$ cat config.mk
export PLATFORM = sky130hd
export DESIGN_NAME = pwm_peripheral
export DESIGN_NICKNAME = d
export VERILOG_FILES = /design/src/rtl/pwm_peripheral_pkg.sv /design/src/rtl/pwm_peripheral_counter.sv /design/src/rtl/pwm_peripheral.sv
export SDC_FILE = /design/constraint.sdc
export NUM_CORES = 1
export LEC_CHECK = 0
export CAP_MARGIN = 30
export CELL_PAD_IN_SITES_DETAIL_PLACEMENT = 0
export CELL_PAD_IN_SITES_GLOBAL_PLACEMENT = 2
export CORE_MARGIN = 1.5
export CORE_UTILIZATION = 39
export DETAILED_ROUTE_END_ITERATION = 8
export DONT_BUFFER_PORTS = 1
export GPL_ROUTABILITY_DRIVEN = 0
export HOLD_SLACK_MARGIN = 0.02
export PLACE_DENSITY_LB_ADDON = 0.1
export SLEW_MARGIN = 20
export SYNTH_ARGS = -nofsm -noshare
export SYNTH_HDL_FRONTEND = slang
export SYNTH_HIERARCHICAL = 1
export SYNTH_SLANG_ARGS = --single-unit
$ cat constraint.sdc
create_clock -name clk -period 3.3 [get_ports clk]
set_clock_uncertainty 0.2 [all_clocks]
set_input_delay 0.495 -clock clk [delete_from_list [all_inputs] [get_ports clk]]
set_output_delay 0.495 -clock clk [all_outputs]
set_load 0.02 [all_outputs]
$ cat src/rtl/pwm_peripheral_pkg.sv
// Shared definitions for the PWM peripheral: register map, CTRL bit positions,
// address-window geometry and the counter run state.
package pwm_peripheral_pkg;

    localparam int unsigned WIN_BYTES = 32;
    localparam int unsigned WIN_LSB   = $clog2(WIN_BYTES);

    localparam logic [4:0] OFF_CTRL   = 5'h00;
    localparam logic [4:0] OFF_PERIOD = 5'h04;
    localparam logic [4:0] OFF_DUTY   = 5'h08;
    localparam logic [4:0] OFF_COUNT  = 5'h0C;
    localparam logic [4:0] OFF_STATUS = 5'h10;

    localparam int unsigned CTRL_EN  = 0;
    localparam int unsigned CTRL_POL = 1;
    localparam int unsigned CTRL_UPD = 2;
    localparam int unsigned CTRL_IE  = 3;

    typedef enum logic {
        ST_IDLE = 1'b0,
        ST_RUN  = 1'b1
    } pwm_state_e;

endpackage

$ cat src/rtl/pwm_peripheral_counter.sv
// Free-running PWM counter with shadow PERIOD/DUTY registers that reload from
// staging on every wrap and on restart.
module pwm_counter
    import pwm_peripheral_pkg::*;
#(
    parameter int unsigned CNT_W = 16
) (
    input  logic             clk,
    input  logic             rst_n,
    input  logic             i_en,
    input  logic             i_restart,
    input  logic [CNT_W-1:0] i_period,
    input  logic [CNT_W-1:0] i_duty,
    output logic [CNT_W-1:0] o_count,
    output logic             o_wrap,
    output logic             o_pwm_raw
);

    logic [CNT_W-1:0] r_count;
    logic [CNT_W-1:0] r_period_a;
    logic [CNT_W-1:0] r_duty_a;
    pwm_state_e       w_state;
    logic             w_advance;
    logic             w_last;

    // i_en is the enable as it will be after this edge, so a disabling write idles at once
    always_comb begin
        w_state   = (i_en && (r_period_a != '0)) ? ST_RUN : ST_IDLE;
        w_advance = (w_state == ST_RUN) && !i_restart;
        w_last    = (r_count == (r_period_a - CNT_W'(1)));
    end

    always_ff @(posedge clk or negedge rst_n) begin
        if (!rst_n) begin
            r_count    <= '0;
            r_period_a <= '0;
            r_duty_a   <= '0;
        end else if (!i_en) begin
            r_count <= '0;
        end else if (i_restart) begin
            r_count    <= '0;
            r_period_a <= i_period;
            r_duty_a   <= i_duty;
        end else if (w_state == ST_RUN) begin
            if (w_last) begin
                r_count    <= '0;
                r_period_a <= i_period;
                r_duty_a   <= i_duty;
            end else begin
                r_count <= r_count + CNT_W'(1);
            end
        end else begin
            r_count <= '0;
        end
    end

    assign o_count   = r_count;
    assign o_wrap    = w_advance && w_last;
    assign o_pwm_raw = w_advance && (r_count < r_duty_a);

endmodule

$ cat src/rtl/pwm_peripheral.sv
// Memory-mapped PWM timer: window decode, register file, readback and registered
// output. Define PWM_IRQ_EN to add the STATUS wrap flag, CTRL.IE and the irq port.
module pwm_peripheral
    import pwm_peripheral_pkg::*;
#(
    parameter logic [31:0] BASE_ADDR = 32'h0000_1000,
    parameter int unsigned CNT_W     = 16
) (
    input  logic        clk,
    input  logic        rst,
    input  logic [31:0] address,
    input  logic [31:0] data_in,
    input  logic        write_en,
    output logic [31:0] data_out,
    output logic        data_ready,
    output logic        pwm_out
`ifdef PWM_IRQ_EN
    ,
    output logic        irq
`endif
);

    logic             r_en;
    logic             r_pol;
    logic [CNT_W-1:0] r_period_s;
    logic [CNT_W-1:0] r_duty_s;
    logic             r_pwm;

    logic             w_hit;
    logic [4:0]       w_off;
    logic             w_wr_ctrl;
    logic             w_wr_period;
    logic             w_wr_duty;
    logic             w_en_nxt;
    logic             w_pol_nxt;
    logic             w_restart;
    logic [CNT_W-1:0] w_count;
    logic             w_wrap;
    logic             w_pwm_raw;
    logic             w_unused;

    assign w_hit       = (address[31:WIN_LSB] == BASE_ADDR[31:WIN_LSB]);
    assign w_off       = address[WIN_LSB-1:0];
    assign w_wr_ctrl   = write_en && w_hit && (w_off == OFF_CTRL);
    assign w_wr_period = write_en && w_hit && (w_off == OFF_PERIOD);
    assign w_wr_duty   = write_en && w_hit && (w_off == OFF_DUTY);
    assign w_en_nxt    = w_wr_ctrl ? data_in[CTRL_EN]  : r_en;
    assign w_pol_nxt   = w_wr_ctrl ? data_in[CTRL_POL] : r_pol;
    // Restart on an enabling write from idle, or on UPD while enabled
    assign w_restart   = w_wr_ctrl && data_in[CTRL_EN] && (!r_en || data_in[CTRL_UPD]);

    pwm_counter #(
        .CNT_W(CNT_W)
    ) u_counter (
        .clk      (clk),
        .rst_n    (rst),
        .i_en     (w_en_nxt),
        .i_restart(w_restart),
        .i_period (r_period_s),
        .i_duty   (r_duty_s),
        .o_count  (w_count),
        .o_wrap   (w_wrap),
        .o_pwm_raw(w_pwm_raw)
    );

    always_ff @(posedge clk or negedge rst) begin
        if (!rst) begin
            r_en       <= 1'b0;
            r_pol      <= 1'b0;
            r_period_s <= '0;
            r_duty_s   <= '0;
            r_pwm      <= 1'b0;
        end else begin
            if (w_wr_ctrl) begin
                r_en  <= data_in[CTRL_EN];
                r_pol <= data_in[CTRL_POL];
            end
            if (w_wr_period) r_period_s <= data_in[CNT_W-1:0];
            if (w_wr_duty)   r_duty_s   <= data_in[CNT_W-1:0];
            r_pwm <= w_pwm_raw ^ w_pol_nxt;
        end
    end

    assign pwm_out = r_pwm;

`ifdef PWM_IRQ_EN
    logic r_ie;
    logic r_wrap_flag;
    logic r_irq;
    logic w_wr_status;

    assign w_wr_status = write_en && w_hit && (w_off == OFF_STATUS);

    always_ff @(posedge clk or negedge rst) begin
        if (!rst) begin
            r_ie        <= 1'b0;
            r_wrap_flag <= 1'b0;
            r_irq       <= 1'b0;
        end else begin
            if (w_wr_ctrl) r_ie <= data_in[CTRL_IE];
            if (w_wrap)
                r_wrap_flag <= 1'b1;
            else if (w_wr_status && data_in[0])
                r_wrap_flag <= 1'b0;
            r_irq <= r_wrap_flag & r_ie;
        end
    end

    assign irq      = r_irq;
    assign w_unused = ^data_in;
`else
    assign w_unused = ^{data_in, w_wrap};
`endif

    always_comb begin
        data_out = '0;
        if (w_hit) begin
            case (w_off)
                OFF_CTRL: begin
                    data_out[CTRL_EN]  = r_en;
                    data_out[CTRL_POL] = r_pol;
`ifdef PWM_IRQ_EN
                    data_out[CTRL_IE]  = r_ie;
`endif
                end
                OFF_PERIOD: data_out = 32'(r_period_s);
                OFF_DUTY:   data_out = 32'(r_duty_s);
                OFF_COUNT:  data_out = 32'(w_count);
`ifdef PWM_IRQ_EN
                OFF_STATUS: data_out[0] = r_wrap_flag;
`endif
                default: ;
            endcase
        end
    end

    assign data_ready = w_hit;

endmodule
---- Word-level counts from Yosys, hierarchy flattened ----
Cells that the tools add are included.
storage, ports and cells
  register bits ........................... 83
  input port bits ......................... 67
  output and inout bits ................... 34
  logic and storage cells ................. 50
cells by class
  muxes and demuxes ....................... 16
  equality and inequality tests ........... 5
  order comparisons ....................... 1
  bitwise logic cells ..................... 1
  $add $sub $neg .......................... 2
  reduce and logical (&&, ||, !) cells .... 17
operators with widths
  kind                   count
  $mux 16                11
  $pmux 14 s3            1
  $eq 27x8->1 const B    1
  $add 16x1->16 const B  1
  $eq 16x16->1           1
  $lt 16x16->1           1
  $reduce_bool 16->1     1
  $sub 16x1->16 const B  1
  $eq 5x4->1 const B     2
  $logic_and 1x1->1      9
  $pmux 2 s4             1
  $eq 5x3->1 const B     1
  $logic_not 5->1        1
  $reduce_bool 2->1      2
  $mux 1                 3
  $reduce_and 3->1       1
  $logic_not 1->1        2
  $logic_or 1x1->1       1
  $xor 1x1->1            1

---- Logic depth before layout (Yosys ltp) ----
Gate-level depths: netlist of run 1.
  word-level depth ........................ 9
  depth in mapped cells ................... 13
  mapped depth without buffers ............ 12

---- Modules after synthesis ----
Netlist of run 1, hierarchy kept.
by module, submodules not included
  module          area an instance (um^2)  cells each  sequential area each (um^2)  times used
  pwm_counter     3913.8                   457         1201.2                       1
  pwm_peripheral  2199.6                   172         875.8                        1

---- Least setup slack after synthesis of run 1 ----
OpenSTA, ideal clock, no wires.
  path type ............................... input-to-reg
  start point ............................. input port address[2]
  end point ............................... register r_pwm, in the netlist pwm_out
  stages on the path ...................... 10
  arrival ................................. 3.266 ns
  setup time .............................. 0.070 ns
  data required time ...................... 3.030 ns
  path slack .............................. -0.236 ns
  path buffers ............................ 1
  cells stage by stage .................... clkbuf_1 > or3b_2 > nor3_1 > mux2_2 > o211ai_1 > or4b_2 > a21oi_1 > nand2b_1 > a2111oi_0 > nand3b_1
between the ends
  cells in the longest elaborated chain, start to end .. 8
  elaborated cells on any way between the ends .. 12
  those cells by class .................... mux (3); bitwise (1); reduce/logical (8)
RTL lines
  what                  RTL line                      text
  from (decl)           pwm_peripheral.sv:11          input logic [31:0] address,
  $logic_not 5->1       pwm_peripheral.sv:44          assign w_wr_ctrl = write_en && w_hit && (w_off == OFF_CTRL);
  $logic_and 1x1->1     pwm_peripheral.sv:44
  $mux 1                n/a
  via w_en_nxt          pwm_peripheral.sv:34          logic w_en_nxt;
  $logic_and 1x1->1     pwm_peripheral_counter.sv:28  w_state = (i_en && (r_period_a != '0)) ? ST_RUN : ST_IDLE;
  $mux 1                pwm_peripheral_counter.sv:28
  $logic_and 1x1->1     pwm_peripheral_counter.sv:29  w_advance = (w_state == ST_RUN) && !i_restart;
  $logic_and 1x1->1     pwm_peripheral_counter.sv:59  assign o_pwm_raw = w_advance && (r_count < r_duty_a);
  via w_pwm_raw         pwm_peripheral.sv:39          logic w_pwm_raw;
  $xor 1x1->1           pwm_peripheral.sv:80          r_pwm <= w_pwm_raw ^ w_pol_nxt;
  to (signal assigned)  pwm_peripheral.sv:80
  to (decl)             pwm_peripheral.sv:27          logic r_pwm;
The timed path passes the listed nets, and every way through them passes these cells.
A chain may end at the register's enable or synchronous reset.

---- Worst setup path after layout of run 1 ----
  start point ............................. register u_counter.r_period_a[0]
  end point ............................... register u_counter.r_duty_a[3]
between the ends
  cells in the longest elaborated chain, start to end .. 5
  elaborated cells on any way between the ends .. 8
  those cells by class .................... add/sub (1); eq/ne (1); mux (1); reduce/logical (5)
RTL lines
  what                                                   RTL line                      text
  from (decl)                                            pwm_peripheral_counter.sv:20  logic [CNT_W-1:0] r_period_a;
  from (signal assigned)                                 pwm_peripheral_counter.sv:42  r_period_a <= i_period;
  from (signal assigned)                                 pwm_peripheral_counter.sv:47  r_period_a <= i_period;
  branches (longest 4 deep; another with $sub 16x1->16)  n/a
  $reduce_and 3->1 (no source line) (*)                  n/a
  to (signal assigned)                                   pwm_peripheral_counter.sv:43  r_duty_a <= i_duty;
  to (signal assigned)                                   pwm_peripheral_counter.sv:48  r_duty_a <= i_duty;
  to (decl)                                              pwm_peripheral_counter.sv:21  logic [CNT_W-1:0] r_duty_a;
Mark *: on every way between the ends.

==> metrics.txt, run 1 <==
CORE AREA=approximately 15000 µm²; final core occ=between 40% and 50%; clock insertion delay at the later pin of the skew report=350 ps; Setup crit end kind=flop; Area Overhead vs Synth=8.67%; Max clock buf depth=2; ANT cells=0; Worst EP required=between 3000 and 4000 ps; Worst Hold Class=input port to flop; PwrDens=~310 nW/µm²; number of global-route vias before repair=5075; area occupied by registers=about 2100 µm²; final WL=19600 µm; Mapped Cells=around 620; cell area after synthesis=approximately 6000 µm²; htree depth=3; DRT Pass-1 Iters=5; Final Slew Violations=0; total gr overflow=0; CTS tree=built; Fin. Hold Viols=0; VDD IR max=~0.00022 V; setup ws final=151 ps; DR DRC count=0; die area=16300 µm²; yosys warns=6; Wirelength per Cell=between 20 and 25 µm; GRT Total Usage=24.6%; fillcell total=~1500; RSZ-0062 raised after global routing=no; ANT nets after route=0; WHS=around 87 ps; Worst setup SP type=flop; chip width=around 130 µm; crit path kind=flop to flop; MaxCap Viol Count=0; hpwl dp=12600 µm; Initial Utilization=40.0%; Fmax=between 300 and 400 MHz; setup TNS=0 ps; worst r2r path cells=9; crit-path max FO=38; root buffer cell=clkbuf_16; Row Count=45; status=finished clean; Leakage=2.84 nW; Via-to-Cell Ratio=between 6 and 7; share of layout cells above drive strength 1=around a fifth; IO Pins=between 100 and 150; Die H=approximately 130 µm; first-pass GRT wire length=30600 µm; fin nets=between 600 and 700; Syn Area/Cell=9.76 µm²; initial antenna violation count=0; Slew @ Worst Pin=637 ps; vias=about 5200; CTS clk-pin slew, worst paths=about 60 ps; multi-input logic area=3570 µm²; TritonCTS buffer count=9; largest net degree at the start of global routing=84; dpl ws=~3.8 ps; clock net sink count=83; DRT iter0 DRCs=around 460; number of buffers added on ports=0; Final setup viols=0; arrival time at the worst endpoint=3150 ps; max_slew headroom=between 50 and 60%; cell depth of the worst hold path=1; fin crit share=95.4%; Final Critical Period=approximately 3100 ps
## where the power goes
group / internal [mW] / leakage, nW / total, mW / switching (mW)
Clock: 0.573 / 0.130 / 0.997 / 0.424
Sequential: 1.02 / 0.993 / 1.02 / 0.00000000491
Combinational: 0.0157 / 1.72 / 0.0613 / 0.0456
## sequential cells by signal, indices dropped and copies added, names as in the netlist
register              cells
u_counter/r_duty_a       16
r_en                      1
pwm_out                   1
r_duty_s                 16
u_counter/r_period_a     16
u_counter/o_count        16
r_period_s               16
r_pol                     1
## critical path, cell delays in order, from the launching register on
cell and delay [ps]:
dfrtp_1 460, inv_1 120, ha_1 190, nor3b_4 310, a21oi_1 110, or4_4 570, nor4_4 300, and4b_1 310
buf_12 230, o311ai_0 150
## layer usage
metal / vias to the layer above / wire length, µm / track usage (%)
met5: - / 0 / 0
met4: 0 / 221 / 8.00
met3: 13 / 868 / 3.30
met2: 165 / 9240 / 38.1
met1: 2665 / 9230 / 35.6
li1: 2319 / - / -
## metrics by stage
stage          power, mW  std cells  cell area (µm²)
3_3_place_gp        1.07        786             6280
2_1_floorplan       1.09        638             6150
3_5_place_dp        1.07        786             6280
6_report            2.08        802             6610
4_1_cts             2.10        801             6590
5_1_grt             2.14        802             6610
## timing repair
action,in CTS,in global routing
hold buffers,2,0
setup endpoints to repair,0,24
hold endpoints to repair,83,0
setup buffers,0,1
resized for setup,0,1
## cells in the final DEF (no fill, tap or decap), drive strengths merged, types with 2 or more instances in the layout
master    n
or4b      2
o21ai     4
a21boi    2
nor2b     8
nand2     5
inv      36
or4       3
xor2     17
dfrtp    83
ha       17
nand3    14
a2bb2oi   6
nor2     24
clkbuf   10
xnor2    20
conb     16
a22oi    40
a21oi    38
buf      36
and2      2
a21o      4
mux4      2
mux2     48
and3      3
o211ai   33
nor4     13
nand3b    4
nand4    42
nor3b     2
nor3     25
nand2b    4
o311ai   34
## worst paths after layout
check	to	startpoint	slack, ps
hold / removal	r_period_s[11]	data_in[11]	90
setup / recovery	u_counter/r_duty_a[3]	u_counter/r_period_a[0]	150
setup reg to reg	u_counter/r_duty_a[3]	u_counter/r_period_a[0]	150
max in group asynchronous	r_period_s[1]	rst	2010
min in group asynchronous	r_duty_s[8]	rst	530
hold reg to reg	u_counter/r_duty_a[5]	u_counter/r_duty_a[5]	310
## area by class of cell
cell class                 instances  share of cell area [%]
tap                              188                    3.56
inverter                          36                    2.05
multi-input combinational        445                    54.0
clock buffer                      10                    3.47
clock inverter                     3                   0.644
timing repair buffer              37                    4.79
sequential                        83                    31.4
Note: power is estimated with default switching activity, not from simulation.
==> run 2: changes to the inputs <==
- GPL_TIMING_DRIVEN: not set -> 0
==> metrics.txt, run 2 (synthesis gave the netlist of run 1 again) <==
status=finished clean; Via-to-Cell Ratio=between 6 and 7; Worst R2R End=u_counter/r_duty_a[6]; worst reg2reg setup slack=~95 ps; setup TNS=0 ps; vias=between 5000 and 6000; number of global-route vias before repair=4998; MaxCap Viol Count=0; PwrDens=about 310 nW/µm²; chip width=~130 µm; arrival time at the worst endpoint=3220 ps; ANT cells=0; largest net degree at the start of global routing=84; max_slew headroom=around 50%; root buffer cell=clkbuf_16; clock insertion delay at the later pin of the skew report=roughly 350 ps; crit path kind=flop to flop; clock net sink count=83; met3 wire length=about 1200 µm; fin nets=749; power consumption=between 2 and 2.5 mW; RSZ-0062 raised after global routing=yes; Setup crit end kind=flop; Fin. Hold Viols=0; total gr overflow=0; Wirelength per Cell=~24 µm; worst r2r path cells=10; DRT Pass-1 Iters=4; WHS=around 84 ps; IO Pins=~100; VDD IR max=0.000221 V; GRT Total Usage=between 20% and 30%; hpwl dp=14800 µm; Final Slew Violations=0; cell count after placement=~830; htree depth=3; cell depth of the worst hold path=1; CORE AREA=between 15000 and 20000 µm²; CTS clk-pin slew, worst paths=70 ps; die area=16300 µm²; Final setup viols=0; commonest non-fill, non-tap cell in the layout=dfrtp_1; share of layout cells above drive strength 1=a little over a fifth; crit-path max FO=10; Final Critical Period=about 3200 ps; multi-input logic area=between 3000 and 4000 µm²; Worst Hold Class=input port to flop; Worst setup SP type=flop; reg2reg start=u_counter/r_period_a[1]; Die H=128 µm; DRT met1 WL=9070 µm; Initial Utilization=40.0%; Leakage=between 2 and 3 nW; TritonCTS buffer count=9; DRT iter0 DRCs=between 300 and 400; area occupied by registers=roughly 2100 µm²; Area Overhead vs Synth=13.0%; highest routed metal layer=met4; Slew @ Worst Pin=~750 ps; CTS tree=built; DR DRC count=0; fin crit share=between 90% and 100%; first-pass GRT wire length=30800 µm; final WL=just over 20000 µm; most frequent cells in the layout=dfrtp_1 (81), nand4_1 (41), a22oi_1 (40); Hold EP=r_duty_s[5]; Fmax=just over 300 MHz; Row Count=45; Worst EP required=between 3000 and 4000 ps; Max clock buf depth=2; Hold Path Origin=data_in[5]; ANT nets after route=0; number of buffers added on ports=0; initial antenna violation count=0; wire length on met2=~9400 µm; non-filler instance count after layout=858; fillcell total=between 1000 and 1500; final core occ=~45%
## run 2: cell count changes in the layout (fill, tap and decap cells not counted), moves of 3 or more
cell      change
clkbuf_2      +5
buf_4         -3
buf_2         +9
clkinv_4      +3
clkbuf_1     +34
buf_1         +3
## run 2: worst max path at each step
stage	cells past startpoint	from	slack [ps]	to
after floorplan	10	address[2]	20	pwm_out
after global routing	10	address[7]	-20	pwm_out
after global placement	8	u_counter/r_period_a[0]	-580	u_counter/r_period_a[4]
final	10	u_counter/r_period_a[1]	90	u_counter/r_duty_a[6]
after detailed placement	10	address[2]	-670	pwm_out
after CTS	10	address[2]	30	pwm_out
## run 2: report_power, final
group          switching (mW)  internal [mW]
registers       0.00000000625           1.02
logic                  0.0576         0.0290
clock network           0.461          0.534
total                   0.519           1.58
## run 2: per-stage QoR
| step | setup WS (ps) | area [µm²] |
|---|---|---|
| after floorplan | 22.1 | 6150 |
| after global placement | -580 | 6390 |
| after detailed placement | -668 | 6400 |
| after CTS | 34.7 | 6770 |
| after global routing | -16.6 | 6870 |
| final | 94.8 | 6870 |
## run 2: final cells by class
cell class | count | share of cell area (%)
Multi-Input combinational cell | 445 | 52.2
Sequential cell | 83 | 30.3
Buffer | 74 | 6.03
Clock buffer | 11 | 3.53
Tap cell | 188 | 3.43
Timing Repair Buffer | 16 | 1.99
Inverter | 36 | 1.97
Clock inverter | 5 | 0.565
## run 2: worst max-delay path, stage by stage, from the launching register on
cell and delay, ps:
dfrtp_2 410, inv_1 80, ha_2 190, nor3b_4 320, a21oi_1 110, or4_4 560, nor4_4 390, and4b_2 360
buf_6 170, buf_6 160, o311ai_1 100
## run 2: metal layers
metal  up-vias  track usage (%)
li1       2431                -
met1      2579             35.2
met2       202             39.0
met3        34             4.09
met4         0             9.78
met5         -                0
## run 2: timing repair
item	CTS	global route
hold endpoints to repair	83	0
pin swaps	2	2
gates resized for setup	5	19
hold buffers	2	0
setup endpoints to repair	49	48
gates cloned	0	1
buffers inserted	4	8
==> run 3: changes to the inputs <==
- CAP_MARGIN: 30 -> not set
==> metrics.txt, run 3 (synthesis gave the netlist of run 1 again) <==
Final setup viols=0; WHS=between 80 and 90 ps; die area=about 16000 µm²; status=finished clean; Via-to-Cell Ratio=6.18; Fmax=316 MHz; Worst EP required=3320 ps; Max clock buf depth=2; PwrDens=318 nW/µm²; IO Pins=slightly above 100; power consumption=2.20 mW; setup ws final=around 130 ps; root buffer cell=clkbuf_16; fillcell total=1484; Final Slew Violations=0; Area Overhead vs Synth=13.6%; crit path kind=flop to flop; Final Critical Period=3170 ps; final WL=20200 µm; vias=roughly 5300; Slew @ Worst Pin=737 ps; ANT cells=0; most frequent cells in the layout=dfrtp_1 (81), nand4_1 (41), a22oi_1 (40); number of global-route vias before repair=5132; GRT Total Usage=between 20% and 30%; slowest stage cell, crit path=or4_4; Wirelength per Cell=approximately 24 µm; CP cell instances=inv_1 -> ha_1 -> nor3b_4 -> a21oi_1 -> or4_4 -> nor4_4 -> and4b_1 -> buf_6 -> buf_6 -> o311ai_1; htree depth=3; fin crit share=a little over nine tenths; Worst Hold Class=input port to flop; Leakage=3.00 nW; CTS clk-pin slew, worst paths=about 70 ps; arrival time at the worst endpoint=approximately 3200 ps; area occupied by registers=about 2100 µm²; multi-input logic area=3610 µm²; fin nets=~750; Fin. Hold Viols=0; Row Count=between 40 and 50; crit-path max FO=10; CTS tree=built; commonest non-fill, non-tap cell in the layout=dfrtp_1; Setup crit end kind=flop; chip width=128 µm; DRT Pass-1 Iters=5; Initial Utilization=40.0%; clock insertion delay at the later pin of the skew report=~360 ps; dpl ws=-642 ps; RSZ-0062 raised after global routing=yes; CORE AREA=approximately 15000 µm²; hpwl dp=14800 µm; initial antenna violation count=0; DR DRC count=0; most frequent CP cell=buf_6; total gr overflow=0; Die H=between 100 and 150 µm; VDD IR max=between 0.0002 and 0.00025 V; largest net degree at the start of global routing=84; number of buffers added on ports=0; TritonCTS buffer count=9; crit-path max cell delay=around 560 ps; Worst setup SP type=flop; share of layout cells above drive strength 1=a little over a fifth; max_slew headroom=50.5%; clock net sink count=83; MaxCap Viol Count=0; first-pass GRT wire length=a little over 30000 µm; DRT iter0 DRCs=around 430; ANT nets after route=0
run 3: changes by cell type in the layout (fill, tap and decap cells not counted), sizes merged:
cell | previous run | this run
bufinv | 0 | 1
inv | 36 | 37
clkinvlp | 1 | 0
clkbuf | 52 | 53
buf | 48 | 44
clkinv | 4 | 2
run 3: worst max-delay path: cells and delay by family, from the launching register on:
kind | cells | cell delay (ps)
simple gates | 4 | 1520
fa+ha+maj | 1 | 190
compound gates | 2 | 220
buf+inv | 3 | 450
flops | 1 | 450
run 3: stage by stage:
step           area, µm²  instances  TNS [ps]  utilization (%)
2_1_floorplan       6150        638         0                -
3_3_place_gp        6390        826    -23550             42.0
3_5_place_dp        6390        826    -22950             42.0
4_1_cts             6810        848         0             44.8
5_1_grt             6900        854     -32.9             45.4
6_report            6900        854         0             45.4
run 3: area by class of cell:
| cell class | instances | area share, % |
|---|---|---|
| Multi-Input combinational cell | 445 | 52.3 |
| Clock inverter | 4 | 0.816 |
| Timing Repair Buffer | 13 | 1.74 |
| Inverter | 36 | 1.96 |
| Clock buffer | 12 | 3.72 |
| Sequential cell | 83 | 30.1 |
| Buffer | 73 | 5.94 |
| Tap cell | 188 | 3.41 |
run 3: power by group:
group	internal [mW]	total (mW)	switching [mW]	leakage, nW
sequential	1.02	1.02	0.00000000640	0.992
combinational	0.0290	0.0874	0.0584	1.86
clock	0.635	1.09	0.459	0.153
run 3: timing repair:
item,in CTS,in global routing
gates resized for setup,6,20
hold endpoints to repair,83,0
pin swaps,2,4
endpoints found under the setup margin,49,54
hold buffers,2,0
buffers inserted,4,7
run 3: path summary, 6_finish.rpt:
check / slack [ps] / from / to / cells past startpoint
setup / recovery: 130 / u_counter/r_period_a[1] / u_counter/r_duty_a[6] / 10
hold / removal: 80 / data_in[5] / r_duty_s[5] / 1
setup reg to reg: 130 / u_counter/r_period_a[1] / u_counter/r_duty_a[6] / 10
hold reg to reg: 320 / u_counter/r_duty_a[5] / u_counter/r_duty_a[5] / 2
max in group asynchronous: 2020 / rst / u_counter/r_period_a[1] / 2
min in group asynchronous: 500 / rst / r_duty_s[6] / 2
run 3: metal layers:
metal	share of wire (%)	GRT usage [%]	vias to the layer above
met1	45	34.2	2624
met3	5.4	4.42	36
li1	-	-	2431
met5	0	0	-
met2	47	39.7	187
met4	3.1	10.9	0
